**src/rtl/uart_tx_arbiter.sv**
```systemverilog
// Round-robin arbiter sharing one UART transmitter between N byte requesters,
// with per-packet channel locking and a busy-rise timeout.
module uart_tx_arbiter #(
  parameter int unsigned N       = 4,
  parameter int unsigned TIMEOUT = 16
) (
  input  logic                   clk,
  input  logic                   reset,
  input  logic [N-1:0]           req,
  input  logic [8*N-1:0]         req_data,
  input  logic [N-1:0]           req_last,
  output logic [N-1:0]           ack,
  output logic                   tx_start,
  output logic [7:0]             tx_data,
  input  logic                   tx_busy,
  output logic [$clog2(N)-1:0]   owner,
  output logic                   locked,
  output logic                   err
);

  localparam int unsigned OW = $clog2(N);
  localparam int unsigned CW = $clog2(TIMEOUT);

  typedef enum logic [1:0] {IDLE, WAIT_ACCEPT, WAIT_DONE} state_t;

  state_t          state, state_nxt;
  logic [OW-1:0]   ptr, ptr_nxt;
  logic [CW-1:0]   cnt, cnt_nxt;
  logic [N-1:0]    ack_nxt;
  logic            tx_start_nxt;
  logic [7:0]      tx_data_nxt;
  logic [OW-1:0]   owner_nxt;
  logic            locked_nxt;
  logic            err_nxt;

  logic [N-1:0]    cand;
  logic            found;
  logic [OW-1:0]   win;
  logic [7:0]      win_data;
  logic            win_last;
  int unsigned     idx;

  always_ff @(posedge clk or posedge reset) begin
    if (reset) begin
      state    <= IDLE;
      ptr      <= '0;
      cnt      <= '0;
      ack      <= '0;
      tx_start <= 1'b0;
      tx_data  <= '0;
      owner    <= '0;
      locked   <= 1'b0;
      err      <= 1'b0;
    end else begin
      state    <= state_nxt;
      ptr      <= ptr_nxt;
      cnt      <= cnt_nxt;
      ack      <= ack_nxt;
      tx_start <= tx_start_nxt;
      tx_data  <= tx_data_nxt;
      owner    <= owner_nxt;
      locked   <= locked_nxt;
      err      <= err_nxt;
    end
  end

  // While locked only the current owner may compete.
  always_comb begin
    for (int i = 0; i < int'(N); i++) begin
      cand[i] = locked ? (req[i] && (owner == OW'(i))) : req[i];
    end
  end

  // Rotating-priority search starting at ptr, wrapping at N-1.
  always_comb begin
    found    = 1'b0;
    win      = '0;
    win_data = '0;
    win_last = 1'b0;
    idx      = 0;
    for (int off = 0; off < int'(N); off++) begin
      idx = 32'(ptr) + 32'(off);
      if (idx >= N) idx = idx - N;
      if (!found && cand[idx]) begin
        found    = 1'b1;
        win      = OW'(idx);
        win_data = req_data[8*idx +: 8];
        win_last = req_last[idx];
      end
    end
  end

  always_comb begin
    state_nxt    = state;
    ptr_nxt      = ptr;
    cnt_nxt      = cnt;
    ack_nxt      = '0;
    tx_start_nxt = 1'b0;
    tx_data_nxt  = tx_data;
    owner_nxt    = owner;
    locked_nxt   = locked;
    err_nxt      = 1'b0;
    case (state)
      IDLE: begin
        if (found) begin
          tx_data_nxt  = win_data;
          tx_start_nxt = 1'b1;
          ack_nxt      = N'(1) << win;
          owner_nxt    = win;
          locked_nxt   = ~win_last;
          ptr_nxt      = (win == OW'(N-1)) ? '0 : win + OW'(1);
          cnt_nxt      = '0;
          state_nxt    = WAIT_ACCEPT;
        end
      end
      WAIT_ACCEPT: begin
        if (tx_busy) begin
          state_nxt = WAIT_DONE;
        end else if (cnt == CW'(TIMEOUT-1)) begin
          // Byte was already acked, so it is simply dropped.
          err_nxt    = 1'b1;
          locked_nxt = 1'b0;
          state_nxt  = IDLE;
        end else begin
          cnt_nxt = cnt + CW'(1);
        end
      end
      WAIT_DONE: begin
        if (!tx_busy) state_nxt = IDLE;
      end
      default: state_nxt = IDLE;
    endcase
  end

endmodule

```
**config.mk**
```make
export PLATFORM = sky130hd
export DESIGN_NAME = uart_tx_arbiter
export DESIGN_NICKNAME = d
export VERILOG_FILES = /design/src/rtl/uart_tx_arbiter.sv
export SDC_FILE = /design/constraint.sdc
export NUM_CORES = 1
export LEC_CHECK = 0
export ABC_AREA = 1
export BUFFER_PORTS_ARGS = -buffer_cell sky130_fd_sc_hd__buf_2
export CORE_MARGIN = 2
export CORE_UTILIZATION = 35
export DETAILED_ROUTE_END_ITERATION = 8
export GPL_TIMING_DRIVEN = 1
export PLACE_DENSITY_LB_ADDON = 0.1
export SLEW_MARGIN = 20
export SYNTH_ARGS = -nofsm -noshare
export SYNTH_HDL_FRONTEND = slang
export SYNTH_SLANG_ARGS = --single-unit
export TNS_END_PERCENT = 5
```
**constraint.sdc**
```tcl
create_clock -name clk -period 3.9 [get_ports clk]
set_input_delay 0.39 -clock clk [delete_from_list [all_inputs] [get_ports clk]]
set_output_delay 0.39 -clock clk [all_outputs]
set_load 0.01 [all_outputs]
```
-- Word level (Yosys, flattened, before mapping)
Cells that the tools add are included.
- flip-flop bits (word level): 25
- latch bits: 0
- bits in writable memories: 0
- bits in read-only memories: 0
- output and inout bits: 17
- logic and storage cells: 123
- memories kept: 0
- add/subtract/negate cells: 9
- multipliers: 0
- div/mod/pow operators: 0
- order comparisons: 8
- equal/unequal tests: 13
- shift-type cells: 5
- multiplexer cells: 61
- bitwise gates (word level): 1
- reductions and logical operators: 17
- operators by type and width (kind ; count):
    $shiftx 32x33->8 ; 4
    $lt 32x3->1 const B ; 4
    $mux 32 ; 4
    $mux 8 ; 4
    $mux 1 ; 28
    $mux 4 ; 5
    $mux 2 ; 9
    $bmux 1 s2 ; 8
    $sub 3x3->4 const B ; 3
    $ne 2x2->1 const B ; 5
    $ge 3x3->1 const B ; 3
    $eq 2x2->1 const B ; 4
    $pmux 4 s2 ; 1
    $reduce_and 4->1 ; 2
    $logic_and 1x1->1 ; 7
    $add 2x2->3 const B ; 2
    $pmux 2 s3 ; 1
    $add 4x1->4 const B ; 1
    $eq 2x1->1 const B ; 2
    $eq 4x4->1 const B ; 1
    $logic_not 2->1 ; 2
    $shl 1x2->4 const A ; 1
    $sub 2x3->4 const B ; 1
    $add 2x1->3 const B ; 1
    other kinds (9) ; 11

-- Depth between registers and ports, before layout
- depth in word-level cells: 18
- mapped depth: 18
- depth with buffers taken out: 18

-- Worst setup path after synthesis
OpenSTA, ideal clock, no wires.
- kind: flip-flop to flip-flop
- start: register ptr[1]
- end: register ptr[1]
- library setup time: 137 ps
- data arrival time: 2656 ps
- data required time: 3763 ps
- path slack: 1107 ps
- stages on the path, launching flop included: 19
- period minus slack after synthesis: 2793 ps
- cell sequence: dfrtp_1 > buf_2 > inv_2 > clkbuf_1 > ha_1 > clkbuf_1 > inv_2 > nand3_1 > nand2_1 > nand2_2 > nor2_4 > nand2_1 > nand2_1 > nand2_1 > nand2_2 > inv_1 > ha_1 > nand2_1 > o21ai_0
- cells in the longest elaborated chain, start to end: 16
- elaborated cells on any way between the ends: 41
- ends and longest elaborated chain (element ; RTL line ; source):
    start, declared ; 27 ; logic [OW-1:0] ptr, ptr_nxt;
    start signal, assigned ; 56 ; ptr <= ptr_nxt;
    branches (longest 13 deep; another with $sub 3x3->4) ; n/a ;
    $mux 2 (*) ; 84 ; if (!found && cand[idx]) begin
    named net win[1] ; 38 ; logic [OW-1:0] win;
    $add 2x1->2 / $eq 2x2->1 (equally long branches) ; 111 ; ptr_nxt = (win == OW'(N-1)) ? '0 : win + OW'(1);
    $mux 2 (*) ; 111 ;
Mark *: on every way through the listed nets, which the timed path passes. The select of a mux whose other input is x is not followed.
A chain may end at the register's enable or synchronous reset.

-- Final worst setup path
- start: register ptr[0]
- end: register ptr[1]
The elaborated chain is that of the path after synthesis.

==> impl_metrics.prom <==
# TYPE chip_impl_metric gauge
chip_impl_info{name="worst_setup_path_end_kind",value="flip-flop"} 1
chip_impl_metric{name="die_footprint",unit="sq mm"} 0.00857
chip_impl_metric{name="post-route-drc-count",unit=""} 0
chip_impl_info{name="final_cell_mix",value="sky130_fd_sc_hd__nand2_1 (154), sky130_fd_sc_hd__o21ai_0 (64), sky130_fd_sc_hd__buf_2 (59)"} 1
chip_impl_metric{name="timing.final.max_slew_violations",unit=""} 0
chip_impl_metric{name="irDropWorstVdd",unit="mV"} 0.439
chip_impl_metric{name="leakage",unit="nW"} 1.68
chip_impl_info{name="cp_common_cell",value="sky130_fd_sc_hd__nand2_1"} 1
chip_impl_metric{name="cts_setup_buffers",unit=""} 0
chip_impl_metric{name="syn_to_final_growth",unit="%"} 14.5
chip_impl_metric{name="fin_setup_tns",unit="ps"} 0
chip_impl_metric{name="total_clock_buffers_created_by_cts",unit=""} 3
chip_impl_metric{name="drt-wirelength-per-cell",unit="um"} 12.9
chip_impl_metric{name="grt_pass1_vias",unit=""} 2814
chip_impl_metric{name="yosysUniqueCellTypes",unit=""} 33
chip_impl_metric{name="worst_ep_required_time",unit="ps"} 4050
chip_impl_metric{name="syn-num-nets",unit=""} 504
chip_impl_metric{name="timing.clock.skew",unit="ps"} 6.93
chip_impl_metric{name="placeableCoreArea",unit="sq mm"} 0.00765
chip_impl_info{name="crit_chain",value="inv_2, ha_1, inv_2, nand3_1, nand2_1, nor2_4, inv_1, nand2_1, nand2_1, nand2_1, inv_1, ha_1, nand2_1, o21ai_0"} 1
chip_impl_metric{name="grt.total_usage",unit="%"} 18.7
chip_impl_info{name="cp_top_family",value="simple AND/OR/NAND/NOR gates"} 1
chip_impl_metric{name="postCtsHoldBufs",unit=""} 0
chip_impl_metric{name="io_buffers",unit=""} 59
chip_impl_metric{name="synth.yosys.warnings",unit=""} 0
chip_impl_metric{name="hold_viol_final",unit=""} 0
chip_impl_metric{name="yosys_register_bits",unit=""} 25
chip_impl_metric{name="width_of_the_die",unit="um"} 92.6
chip_impl_metric{name="grt_start_max_net_pins",unit=""} 85
chip_impl_metric{name="crit_arrival",unit="ps"} 3080
chip_impl_metric{name="critical_path_peak_fanout",unit=""} 19
chip_impl_info{name="critPathSlowestCell",value="sky130_fd_sc_hd__ha_1"} 1
chip_impl_metric{name="synthesis.area",unit="sq mm"} 0.00275
chip_impl_metric{name="finalPower",unit="mW"} 3.15
chip_impl_info{name="worst_setup_path_class",value="flip-flop to flip-flop"} 1
chip_impl_metric{name="gp_congestion",unit=""} 0.782
chip_impl_metric{name="numClockSinks",unit=""} 25
chip_impl_metric{name="num_antenna_cells",unit=""} 0
chip_impl_info{name="most_common_cell_after_layout_fill_and_taps_aside",value="sky130_fd_sc_hd__nand2_1"} 1
chip_impl_metric{name="max_freq",unit="MHz"} 340
chip_impl_metric{name="timing.critical_path.buf_inv",unit=""} 4
chip_impl_metric{name="final.setup.worst_slack",unit="ps"} 962
chip_impl_info{name="worst_hold_path_type",value="input port to asynchronous set/reset pin"} 1
chip_impl_metric{name="cts.repair.resized",unit=""} 0
chip_impl_metric{name="power_density",unit="mW/mm^2"} 1000
chip_impl_metric{name="setup_violations",unit=""} 0
chip_impl_metric{name="drt_first_pass_iters",unit=""} 4
chip_impl_metric{name="place_ws",unit="ps"} 983
chip_impl_metric{name="max_cap_viols",unit=""} 0
chip_impl_metric{name="via_total_after_detailed_routing",unit=""} 3002
chip_impl_info{name="result_of_the_run",value="finished clean"} 1
chip_impl_info{name="cp-start-kind",value="flip-flop"} 1
chip_impl_metric{name="critPathMaxStageDelay",unit="ps"} 560
chip_impl_info{name="cts_tree",value="done"} 1
chip_impl_metric{name="initial_utilization",unit="%"} 35.9
chip_impl_metric{name="route.detailed.vias_per_inst",unit=""} 5.00
chip_impl_metric{name="grt_antenna_before_repair",unit=""} 0
chip_impl_metric{name="relSlewSlack",unit="%"} 38.2
chip_impl_metric{name="clock_buffer_depth",unit=""} 2
chip_impl_metric{name="postRouteAntennaNets",unit=""} 0
chip_impl_metric{name="global_route.overflow_total",unit=""} 0
chip_impl_metric{name="worstMarginPinSlew",unit="ps"} 926
chip_impl_metric{name="boundaryPins",unit=""} 60
chip_impl_metric{name="drtIter0Drc",unit=""} 162
chip_impl_metric{name="route.final.wire_length",unit="um"} 7720
chip_impl_info{name="rsz0062_at_grt",value="no"} 1
chip_impl_metric{name="final_min_period_over_clock_period",unit="%"} 75.3
chip_impl_metric{name="clk_latency",unit="ps"} 270
chip_impl_metric{name="floorplan.die.height",unit="um"} 92.6
chip_impl_metric{name="synthesis.area_per_instance",unit="sq um"} 6.07
chip_impl_info{name="cts-root-buf",value="sky130_fd_sc_hd__clkbuf_8"} 1
chip_impl_metric{name="cts_clk_pin_slew_worst_paths",unit="ps"} 90
chip_impl_metric{name="placementRows",unit=""} 32
chip_impl_metric{name="layout.nets",unit=""} 550
chip_impl_metric{name="synth_seq_area_share",unit="%"} 22.8
chip_impl_metric{name="final_core_util",unit="%"} 41.1
chip_impl_metric{name="syn_inst",unit=""} 453
chip_impl_metric{name="post_route_cells_drive_above_1_share",unit="%"} 18.7
chip_impl_metric{name="post-route-min-period",unit="ps"} 2940
chip_impl_metric{name="grt_first_pass_wirelength",unit="um"} 13000
chip_impl_metric{name="cts.htree.levels",unit=""} 1
chip_impl_metric{name="place_hpwl",unit="um"} 5760
[path summary, 6_finish.rpt]
path,from,to,slack [ps],cells after the start
min,reset,ack[0],310,2
max in group asynchronous,reset,ptr[0],2970,2
max reg2reg,ptr[0],ptr[1],960,14
min in group clk,tx_busy,err,330,2
max,ptr[0],ptr[1],960,14
min reg2reg,tx_data[0],tx_data[0],490,2
[state kept, by name, indices dropped and copies added, names as in the netlist]
| register | count |
|---|---|
| ack | 4 |
| cnt | 4 |
| err | 1 |
| locked | 1 |
| owner | 2 |
| ptr | 2 |
| state | 2 |
| tx_data | 8 |
| tx_start | 1 |
[routing by layer]
layer	part of all wire [%]	track usage [%]	vias up	wire length (um)
met2	50	34.2	62	3830
met5	0	0	-	0
met4	1.0	3.48	0	80
met1	46	24.0	1365	3550
li1	-	-	1569	-
met3	3.4	2.03	6	262
[cells by family after synthesis]
logic type      after synthesis  share of synthesized area (%)
flops                        25                           22.8
simple gates                237                           39.4
mux                           5                           1.82
compound gates              105                           20.9
buf+inv                      71                           10.9
xor+xnor                      2                          0.638
fa+ha+maj                     8                           3.64
[Yosys cell counts, drive strengths merged]
| library cell | instances | area share, % |
|---|---|---|
| nand2 | 163 | 25 |
| o21ai | 65 | 12 |
| inv | 47 | 6.7 |
| nand3 | 37 | 7.2 |
| nor2 | 33 | 6.5 |
| dfrtp | 25 | 23 |
| a21oi | 21 | 3.8 |
| clkbuf | 14 | 1.9 |
| buf | 9 | 2.1 |
| ha | 8 | 3.6 |
| o211ai | 8 | 2.2 |
| a211oi | 7 | 1.9 |
| mux2i | 5 | 1.8 |
| nand4 | 3 | 0.68 |
| o31ai | 2 | 0.55 |
| xor2 | 2 | 0.64 |
| a21boi | 1 | 0.27 |
| a22oi | 1 | 0.27 |
| clkinv | 1 | 0.14 |
| nor3 | 1 | 0.18 |
[cell type report]
cell class,count,area [sq um]
sequential,25,627
timing repair buffer,64,333
tap,102,128
inverter,48,188
clock inverter,1,7.51
fill,860,4500
clock buffer,3,41.3
multi-input combinational,357,1820
[where the power goes]
part / leakage [nW] / switching, mW / internal [mW] / total (mW)
combinational: 1.34 / 1.73 / 0.826 / 2.56
sequential: 0.323 / 0.0682 / 0.368 / 0.437
clock: 0.0217 / 0.0851 / 0.0724 / 0.157
[through the flow]
stage               cell area [sq um]  cells  hold slack [ps]
detailed placement               3100    596              469
finish                           3150    600              308
global route                     3150    600              342
CTS                              3150    600              330
global placement                 3100    596              463
floorplan                        2750    453              417
[worst reg2reg max path, cell delays in order (launching register included)]
cell and delay (ps):
sky130_fd_sc_hd__dfrtp_2 420, sky130_fd_sc_hd__inv_2 250, sky130_fd_sc_hd__ha_1 570, sky130_fd_sc_hd__inv_2 110, sky130_fd_sc_hd__nand3_1 110, sky130_fd_sc_hd__nand2_1 120, sky130_fd_sc_hd__nor2_4 320, sky130_fd_sc_hd__inv_1 100
sky130_fd_sc_hd__nand2_1 80, sky130_fd_sc_hd__nand2_1 50, sky130_fd_sc_hd__nand2_1 160, sky130_fd_sc_hd__inv_1 100, sky130_fd_sc_hd__ha_1 290, sky130_fd_sc_hd__nand2_1 60, sky130_fd_sc_hd__o21ai_0 70
Note: power is estimated with default switching activity, not from simulation.
